<file path="config.mk">
export PLATFORM = sky130hd
export DESIGN_NAME = bcd_cvt_arbiter
export DESIGN_NICKNAME = d
export VERILOG_FILES = /design/src/rtl/bcd_cvt_arbiter_pkg.sv /design/src/rtl/bcd_cvt_arbiter_rr_arbiter.sv /design/src/rtl/bcd_cvt_arbiter.sv
export SDC_FILE = /design/constraint.sdc
export NUM_CORES = 1
export LEC_CHECK = 0
export ABC_CLOCK_PERIOD_IN_PS = 1500
export CORE_MARGIN = 2
export CORE_UTILIZATION = 38
export CTS_BUF_LIST = sky130_fd_sc_hd__clkbuf_16
export DETAILED_ROUTE_END_ITERATION = 6
export PLACE_DENSITY = 0.77
export SKIP_LAST_GASP = 1
export SLEW_MARGIN = 20
export SYNTH_ARGS = -nofsm -noshare
export SYNTH_HDL_FRONTEND = slang
export SYNTH_SLANG_ARGS = --single-unit
</file>
<file path="constraint.sdc">
create_clock -name clk -period 1.5 [get_ports clk]
set_input_delay 0.225 -clock clk [delete_from_list [all_inputs] [get_ports clk]]
set_output_delay 0.225 -clock clk [all_outputs]
set_load 0.03 [all_outputs]
</file>
<file path="src/rtl/bcd_cvt_arbiter_pkg.sv">
// Shared types and helpers for the BCD converter arbiter: FSM state encoding,
// timeout fill value and the index-width helper.
package bcd_cvt_arbiter_pkg;

  typedef enum logic [1:0] {
    ST_IDLE  = 2'd0,
    ST_START = 2'd1,
    ST_WAIT  = 2'd2,
    ST_DONE  = 2'd3
  } state_t;

  // Every result bit is forced to this value when the converter times out.
  localparam logic TIMEOUT_FILL = 1'b1;

  function automatic int clog2(input int value);
    int w;
    w = 0;
    while ((1 << w) < value) w = w + 1;
    return w;
  endfunction

  function automatic int idx_width(input int n);
    return (n < 2) ? 1 : clog2(n);
  endfunction

endpackage

</file>
<file path="src/rtl/bcd_cvt_arbiter_rr_arbiter.sv">
// Combinational rotate-priority pick: searches req starting at ptr+1 (mod N_REQ)
// and returns the first hit as one-hot plus binary index.
module rr_arbiter
  import bcd_cvt_arbiter_pkg::*;
#(
  parameter int N_REQ = 2,
  parameter int IDX_W = idx_width(N_REQ)
) (
  input  logic [N_REQ-1:0] req,
  input  logic [IDX_W-1:0] ptr,
  output logic [N_REQ-1:0] onehot,
  output logic [IDX_W-1:0] idx,
  output logic             valid
);

  logic [IDX_W-1:0] slot;

  always_comb begin
    onehot = '0;
    idx    = '0;
    valid  = 1'b0;
    slot   = '0;
    for (int i = 1; i <= N_REQ; i++) begin
      slot = IDX_W'((int'(ptr) + i) % N_REQ);
      if (!valid && req[slot]) begin
        onehot[slot] = 1'b1;
        idx          = slot;
        valid        = 1'b1;
      end
    end
  end

endmodule

</file>
<file path="src/rtl/bcd_cvt_arbiter.sv">
// Round-robin sharing of one BCD converter among N_REQ sources, one job in flight.
// Optional WAIT watchdog enabled by defining BCD_ARB_TIMEOUT_EN.
module bcd_cvt_arbiter
  import bcd_cvt_arbiter_pkg::*;
#(
  parameter int N_REQ          = 2,
  parameter int DATA_IN_WIDTH  = 20,
  parameter int DATA_OUT_WIDTH = 24,
  parameter int TIMEOUT_CYCLES = 64
) (
  input  logic                             clk,
  input  logic                             rst,
  input  logic [N_REQ-1:0]                 req_i,
  input  logic [N_REQ*DATA_IN_WIDTH-1:0]   req_data_i,
  output logic [N_REQ-1:0]                 gnt_o,
  output logic [N_REQ-1:0]                 rsp_valid_o,
  output logic [DATA_OUT_WIDTH-1:0]        rsp_data_o,
  output logic                             err_o,
  output logic                             busy_o,
  output logic                             cvt_en_o,
  output logic [DATA_IN_WIDTH-1:0]         cvt_data_o,
  input  logic [DATA_OUT_WIDTH-1:0]        cvt_data_i,
  input  logic                             cvt_busy_i,
  input  logic                             cvt_rdy_i
);

  localparam int               IDX_W = idx_width(N_REQ);
  localparam logic [N_REQ-1:0] ONE   = N_REQ'(1);

  if (N_REQ < 2) begin : g_n_req_check
    $error("bcd_cvt_arbiter needs at least two requesters");
  end
  if (TIMEOUT_CYCLES < 1) begin : g_timeout_check
    $error("bcd_cvt_arbiter TIMEOUT_CYCLES must be positive");
  end

  state_t           state;
  logic [IDX_W-1:0] ptr;
  logic [IDX_W-1:0] idx;
  logic [N_REQ-1:0] pick_onehot;
  logic [IDX_W-1:0] pick_idx;
  logic             pick_valid;

  rr_arbiter #(
    .N_REQ (N_REQ),
    .IDX_W (IDX_W)
  ) u_rr (
    .req    (req_i),
    .ptr    (ptr),
    .onehot (pick_onehot),
    .idx    (pick_idx),
    .valid  (pick_valid)
  );

`ifdef BCD_ARB_TIMEOUT_EN
  localparam int TO_W = idx_width(TIMEOUT_CYCLES);
  logic [TO_W-1:0] to_cnt;
`endif

  // cvt_data_o doubles as the operand latch: it is loaded at the grant decision
  // and held until the next grant.
  always_ff @(posedge clk) begin
    if (rst) begin
      state       <= ST_IDLE;
      ptr         <= IDX_W'(N_REQ - 1);
      idx         <= '0;
      gnt_o       <= '0;
      rsp_valid_o <= '0;
      rsp_data_o  <= '0;
      err_o       <= 1'b0;
      busy_o      <= 1'b0;
      cvt_en_o    <= 1'b0;
      cvt_data_o  <= '0;
`ifdef BCD_ARB_TIMEOUT_EN
      to_cnt      <= '0;
`endif
    end else begin
      gnt_o       <= '0;
      cvt_en_o    <= 1'b0;
      rsp_valid_o <= '0;
      err_o       <= 1'b0;
      case (state)
        ST_IDLE: begin
          if (pick_valid && !cvt_busy_i) begin
            idx        <= pick_idx;
            gnt_o      <= pick_onehot;
            cvt_en_o   <= 1'b1;
            cvt_data_o <= req_data_i[pick_idx*DATA_IN_WIDTH +: DATA_IN_WIDTH];
            busy_o     <= 1'b1;
            state      <= ST_START;
          end
        end
        ST_START: begin
          ptr   <= idx;
          state <= ST_WAIT;
`ifdef BCD_ARB_TIMEOUT_EN
          to_cnt <= TO_W'(TIMEOUT_CYCLES - 1);
`endif
        end
        ST_WAIT: begin
          if (cvt_rdy_i) begin
            rsp_data_o  <= cvt_data_i;
            rsp_valid_o <= ONE << idx;
            state       <= ST_DONE;
          end
`ifdef BCD_ARB_TIMEOUT_EN
          else if (to_cnt == '0) begin
            rsp_data_o  <= {DATA_OUT_WIDTH{TIMEOUT_FILL}};
            rsp_valid_o <= ONE << idx;
            err_o       <= 1'b1;
            state       <= ST_DONE;
          end else begin
            to_cnt <= to_cnt - 1'b1;
          end
`endif
        end
        ST_DONE: begin
          busy_o <= 1'b0;
          state  <= ST_IDLE;
        end
        default: state <= ST_IDLE;
      endcase
    end
  end

endmodule

</file>
# ---- Yosys cells after proc, flatten, opt, wreduce, memory -nomap -nowiden
# Index checks and enable logic that the tools add are counted.
dict set report totals {
  memories 0
  latch_bits 0
  romBits 0
  ramBits 0
  elab_cells 63
  input_bits 70
  regBits 54
}
dict set report op_classes {
  n_mux 20
  div_mod_pow 0
  eq_ne 5
  n_mul 1
  order_cmp 4
  addsub 2
  n_bitwise 5
  shifts 2
  reduce_logical 15
}
# cell count
set ops {}
lappend ops {{$shiftx A40 B7 Y20} 1}
lappend ops {{$mux W1} 12}
lappend ops {{$mux W2} 4}
lappend ops {{$pmux W2 S4} 1}
lappend ops {{$reduce_and A2 Y1} 4}
lappend ops {{$reduce_or A3 Y1} 2}
lappend ops {{$eq A2 B2 Y1 const B} 2}
lappend ops {{$logic_and A1 B1 Y1} 4}
lappend ops {{$lt A1 B2 Y1 const B} 2}
lappend ops {{$mul A1 B3 Y4 const B} 1}
lappend ops {{$ne A2 B2 Y1 const B} 2}
lappend ops {{$not A1 Y1} 4}
lappend ops {{$add A1 B1 Y1 const B} 2}
lappend ops {{$demux W1 S1} 2}
lappend ops {{$eq A2 B1 Y1 const B} 1}
lappend ops {{$ge A1 B1 Y1 const B} 2}
lappend ops {{$logic_not A1 Y1} 2}
lappend ops {{$logic_not A2 Y1} 1}
lappend ops {{$or A2 B2 Y2} 1}
lappend ops {{$pmux W1 S2} 1}
lappend ops {{$reduce_bool A2 Y1} 1}
lappend ops {{$reduce_or A2 Y1} 1}
lappend ops {{$shl A1 B1 Y2 const A} 1}

# ---- Depth between registers and ports, before layout
# Gate-level depths: netlist of run 1.
dict set report depth {
  depth_word 10
  mapped_depth 7
  ltp_nobuf 5
}

# ---- Cells and area by module
# From an unflattened synthesis of run 1, not the netlist that was laid out.
dict set report unflattened {
  hier_cells 243
  area_unflattened_um2 2280.9
}
# module instances area_each_um2 seq_area_each_um2 cells_per_inst
set modules_own_cells {}
lappend modules_own_cells {bcd_cvt_arbiter 1 2248.4 1081.0 238}
lappend modules_own_cells {rr_arbiter 1 32.5 0.0 5}

# ---- Worst setup path before layout of run 1
# No wires, ideal clock.
dict set report synth_path {
  path_type {reg2reg}
  from {register state[0]}
  to {register rsp_data_o[10]}
  setup_time_ns 0.070
  setup_slack_ns 0.144
  arrival_ns 1.285
  path_stages_with_launch 7
  synth_period_minus_slack_ns 1.356
  required_ns 1.430
  path_cell_list {dfxtp_1 -> inv_1 -> ha_1 -> nand2_1 -> clkbuf_1 -> nand2_1 -> a21oi_1}
}
dict set report synth_via {
  elab_chain_len 2
}
# item line_no
set synth_lines {}
lappend synth_lines {{start, declared} bcd_cvt_arbiter.sv:37} ;# state_t state;
lappend synth_lines {{start signal, assigned} bcd_cvt_arbiter.sv:64} ;# state <= ST_IDLE;
lappend synth_lines {{start signal, assigned} bcd_cvt_arbiter.sv:90} ;# state <= ST_START;
lappend synth_lines {{start signal, assigned} bcd_cvt_arbiter.sv:95} ;# state <= ST_WAIT;
lappend synth_lines {{$eq A2 B2 Y1} bcd_cvt_arbiter.sv:82} ;# case (state)
lappend synth_lines {{$reduce_and A2 Y1 (no source line)} n/a}
lappend synth_lines {{end signal, assigned} bcd_cvt_arbiter.sv:102} ;# rsp_data_o <= cvt_data_i;
lappend synth_lines {{end, declared} bcd_cvt_arbiter.sv:17} ;# output logic [DATA_OUT_WIDTH-1:0] rsp_data_o,
# No other way between the ends.
# A chain may end at the register's enable or synchronous reset.

# ---- Final worst setup path of run 1
dict set report layout_path {
  from {register state[0]}
  to {register cvt_data_o[9]}
}
dict set report layout_via {
  elab_chain_len 2
}
# item line_no
set layout_lines {}
lappend layout_lines {{$logic_not A2 Y1} bcd_cvt_arbiter.sv:82}
lappend layout_lines {{$reduce_and A2 Y1 (no source line)} n/a}
lappend layout_lines {{end signal, assigned} bcd_cvt_arbiter.sv:88} ;# cvt_data_o <= req_data_i[pick_idx*DATA_IN_WIDTH +: DATA_IN_WIDTH];
lappend layout_lines {{end, declared} bcd_cvt_arbiter.sv:21} ;# output logic [DATA_IN_WIDTH-1:0] cvt_data_o,
# No other way between the ends.

==> impl.org, run 1 <==
** Global route
- Vias in the first global route :: 2166
- Wire length of the first global-routing pass :: 9.818 mm
- Global-route total usage across every layer :: 19.46%
- Maximum number of pins on one net before global-route repair :: 31
- The number of antenna violations at the first check in global routing was 0.
- For this run the aggregate overflow at the end of global routing stands at 0.

** Cells and area
- The number of antenna diodes in the final layout is 0.
- The final layout contains 457 nets.
- After the flow finishes, the layout carries non-filler instances totaling 454.
- Number of filler instances in the final layout :: 514
- Share of layout cells above drive strength 1 :: 6.545%
- The area growth from synthesis to layout is 66.00%.
- Post-route standard cell area excluding fillers :: 0.003628 mm²

** Floorplanning
- In this run the core area contains 27 standard-cell rows.
- For this configuration, the core starts out at a cell density of 39.45%.
- 121 I/O pins were placed.
- Horizontal die dimension :: 79.85 µm
- The floorplan step defined a die boundary enclosing 0.006375 mm².
- Core outline area :: 0.005540 mm²
- The floorplan step set the die height to 79.85 µm.

** Setup path
- Data required, critical path :: 1.66 ns
- The setup path with the least slack is of type reg -> reg.
- For the worst setup path, the data arrival time is 1.54 ns.
- Longest individual stage delay on the worst path :: 0.35 ns
- Cell type of the slowest stage on the worst timing path :: sky130_fd_sc_hd__dfxtp_1
- Buffers plus inverters on the worst setup path :: 3
- By instance count, the cell type seen most on the critical path is sky130_fd_sc_hd__inv_1.
- Critical path launch point type :: flop
- Of all nets on the critical path, the largest fanout is 20.
- Traced cell by cell, the critical path runs through inv_1 > ha_2 > inv_1 > nor2_1 > buf_12 > a311oi_1.
- Grouping stages by cell kind, the critical path spends the most delay in buffers and inverters.
- Critical path capture point type :: flop

** Timing
- Fin Clk Skew :: 0.007223 ns
- Counting I/O delays and the setup requirement, the final critical path takes 1.378 ns.
- Setup repair after global routing left no endpoint under its margin.
- After layout, the worst path uses 91.89% of the clock period.
- The number of endpoints with negative hold slack in the final report was 0.
- Max frequency :: 0.7255 GHz
- The max-slew violation total from the final report came to 0.
- Setup-failing EPs final :: 0
- Across all setup checks in the final design, the least slack found is 0.1216 ns.

** Route
- Uppermost signal routing layer after detailed routing :: met4
- Dividing the detail-routed via count by the number of cells gives 5.020.
- The detailed router finished its first iteration with 56 violations.
- Routed WL :: 6.184 mm
- For this block, wires on met1 add up to 2.555 mm.
- After detailed routing, the average wire length per cell comes to 13.62 µm.
- Detailed route wirelength on metal3 :: 698 µm
- The count of nets left with antenna violations once routing finished came out at 0.
- Met2 Wirelength :: 2.852 mm
- Initial DRT Pass Iterations :: 4
- Detailed routing inserted a total of 2279 vias.
- After detailed routing, the number of remaining DRC violations is 0.

** Clock tree
- TritonCTS built the clock tree.
- Insertion delay of the later-clocked pin in the worst-skew pair :: 0.29 ns
- The H-tree was split into 2 levels.
- After clock tree synthesis, the clock-pin slew on the worst setup and hold paths is 0.07 ns.
- The longest clock path from root to sink contains 2 buffers.
- In this run the post-CTS setup repair buffer count came out at 0.
- The number of clock buffers added by TritonCTS is 5.
- CTS saw 54 sinks.
- Clock tree root driver cell :: sky130_fd_sc_hd__clkbuf_16

** Synth
- Summing the areas of all and, or, nand and nor instances in the mapped netlist gives 19.81% of the synthesized area.
- The Yosys step of the flow raised 0 warnings.
- Number of distinct library cells after synthesis :: 29
- After synthesis, the largest family of logic cells by area is compound AO/OA/AOI/OAI gates.
- After synthesis, the mean cell area works out to 8.187 µm².
- Adder-cell area share of the yosys netlist :: 2.290%
- In the synthesized netlist, the number of instances is 267.
- Top-area cell type share of the netlist area :: 49.46%
- Summing the areas of all xor and xnor instances in the mapped netlist gives 0% of the synthesized area.
- Cell type with the highest aggregate area in the netlist :: sky130_fd_sc_hd__dfxtp_1
- Cell types with the largest area share after synthesis :: sky130_fd_sc_hd__dfxtp_1 (49%), sky130_fd_sc_hd__nand2_1 (16%), sky130_fd_sc_hd__a21oi_1 (11%), sky130_fd_sc_hd__a311oi_1 (8.0%), sky130_fd_sc_hd__ha_1 (2.3%)
- Net Count, Synth :: 341
- In this run the cell area of the synthesized design comes to 0.002186 mm².
- Compound-cell area share of the yosys netlist :: 21.69%
- Proportion of synthesized chip area in sequential cells :: 49.46%
- In this run, synthesis produced a sequential element count of 54.
- After synthesis, the share of cell area in mux cells is 0.4579%.

** Placement
- Placed cell count :: 448
- Timing analysis after detailed placement gives a worst setup slack of -0.1911 ns.
- Buffers placed on the I/O ports in this run total 119.
- Once detailed placement completed, the half-perimeter wirelength came to 4.414 mm.
- The congestion estimate from routability-driven global placement came to 0.7286.
- The placed instances occupy a cell area of 0.003537 mm².

** Power and ir drop
- Power Dens Cells :: 1431 mW/mm²
- The analysis attributes to cell leakage a power of 1.614 nW.
- The worst-case IR drop observed on VDD is 0.7172 mV.

** Run
- Across the run, the number of max-cap violations was 0.

** Status
- Result of the run :: complete, no violations

** Hold path
- Type of the worst min-delay path :: in -> reg
cell families after synthesis:
family,Yosys count
AOI/OAI and AO/OA,74
muxes,1
and+or+nand+nor,107
other,1
DFF,54
adders and majority gates,4
buffers and inverters,26
sequential cells by signal, indices dropped and copies added (netlist names):
register and cells:
rsp_data_o 24, cvt_data_o 20, busy_o 1, cvt_en_o 1
idx 1, gnt_o 2, rsp_valid_o 2, ptr 1
state 2
tightest hold or removal path, stage by stage:
cell and delay (ns):
sky130_fd_sc_hd__buf_2 0.10, sky130_fd_sc_hd__or3b_2 0.10, sky130_fd_sc_hd__o311ai_0 0.11
Yosys cell counts, drive strengths merged:
library cell	count
nand2	91
dfxtp	54
a21oi	46
a311oi	20
buf	14
clkbuf	9
ha	4
nor2	4
inv	3
nor3	3
nand2b	2
nor2b	2
a211o	1
a21bo	1
a21boi	1
and2	1
conb	1
mux2i	1
nand3	1
nand4b	1
nor3b	1
o21a	1
o21ai	1
o21ba	1
o21bai	1
o311ai	1
or3b	1
where the power goes:
part           switching (W)  leakage (nW)  internal [W]
combinational        0.00130          1.11      0.000941
clock               0.000466        0.0632      0.000594
sequential          0.000173         0.441       0.00172
total                0.00193          1.61       0.00326
routing by layer:
metal | GRT usage (%) | vias up
li1 | - | 1137
met1 | 21.75 | 1038
met2 | 33.95 | 98
met3 | 7.579 | 6
met4 | 6.102 | 0
met5 | 0 | -
metrics by stage:
step                      hold WS (ns)  util, %  power [W]  setup TNS, ns
after floorplan                 0.3433        -   0.003254              0
after global placement          0.4408    63.84   0.004296        -0.7888
after detailed placement        0.4476    63.84   0.004324         -2.981
after CTS                       0.3324    65.15   0.005226              0
after global routing            0.3454    65.49   0.005507              0
final                           0.3181    65.49   0.005192              0
cell type report:
cell class | count | area [µm²] | share of cell area [%]
well taps | 72 | 90.09 | 2.483
flip-flops and latches | 54 | 1081 | 29.79
clock inverters | 1 | 3.754 | 0.1034
inverters | 3 | 11.26 | 0.3103
repair buffers | 132 | 1340 | 36.93
multi-input cells | 187 | 977.2 | 26.93
clock buffers | 5 | 125.1 | 3.448
timing repair:
item,in CTS,in global routing
hold buffers,0,0
cloned,0,0
gates resized for setup,45,7
endpoints found under the setup margin,45,27
hold endpoints to repair,0,0
placed cells by master, fill, tap and decap left out:
| master | n |
|---|---|
| sky130_fd_sc_hd__nand3_1 | 1 |
| sky130_fd_sc_hd__nand2_1 | 91 |
| sky130_fd_sc_hd__clkdlybuf4s50_1 | 68 |
| sky130_fd_sc_hd__a311oi_1 | 20 |
| sky130_fd_sc_hd__nor2_1 | 4 |
| sky130_fd_sc_hd__inv_1 | 3 |
| sky130_fd_sc_hd__dlygate4sd2_1 | 45 |
| sky130_fd_sc_hd__o21ba_2 | 1 |
| sky130_fd_sc_hd__o21bai_2 | 1 |
| sky130_fd_sc_hd__dlymetal6s2s_1 | 5 |
| sky130_fd_sc_hd__o21ai_0 | 1 |
| sky130_fd_sc_hd__conb_1 | 1 |
| sky130_fd_sc_hd__buf_4 | 5 |
| sky130_fd_sc_hd__nand4b_1 | 1 |
| sky130_fd_sc_hd__or3b_2 | 1 |
| sky130_fd_sc_hd__nor3_1 | 3 |
| sky130_fd_sc_hd__a21bo_2 | 1 |
| sky130_fd_sc_hd__clkinv_1 | 1 |
| sky130_fd_sc_hd__mux2i_1 | 1 |
| sky130_fd_sc_hd__buf_12 | 8 |
| sky130_fd_sc_hd__dfxtp_1 | 54 |
| sky130_fd_sc_hd__a211o_1 | 1 |
| sky130_fd_sc_hd__a21boi_2 | 1 |
| sky130_fd_sc_hd__clkbuf_16 | 5 |
| sky130_fd_sc_hd__o311ai_0 | 1 |
| sky130_fd_sc_hd__o21a_1 | 1 |
| sky130_fd_sc_hd__ha_2 | 1 |
| sky130_fd_sc_hd__nor3b_1 | 1 |
| sky130_fd_sc_hd__and2_1 | 1 |
| sky130_fd_sc_hd__a21oi_1 | 46 |
| sky130_fd_sc_hd__nor2b_1 | 2 |
| sky130_fd_sc_hd__nand2b_1 | 2 |
| sky130_fd_sc_hd__ha_1 | 3 |
| sky130_fd_sc_hd__buf_2 | 1 |
final timing paths:
path	from	to	slack (ns)	depth (start not counted)
worst max-delay path	state[0]	cvt_data_o[9]	0.12	6
worst min-delay path	rst	busy_o	0.32	3
worst max register to register	state[0]	cvt_data_o[9]	0.12	6
worst min register to register	rsp_data_o[0]	rsp_data_o[0]	0.45	2
(Power assumes the default switching activity.)
==> inputs of run 2 (changes only) <==
- HOLD_SLACK_MARGIN: unset -> 0.05
==> results of run 2 <==
The final DEF is identical to that of run 1; final timing and power are the same.
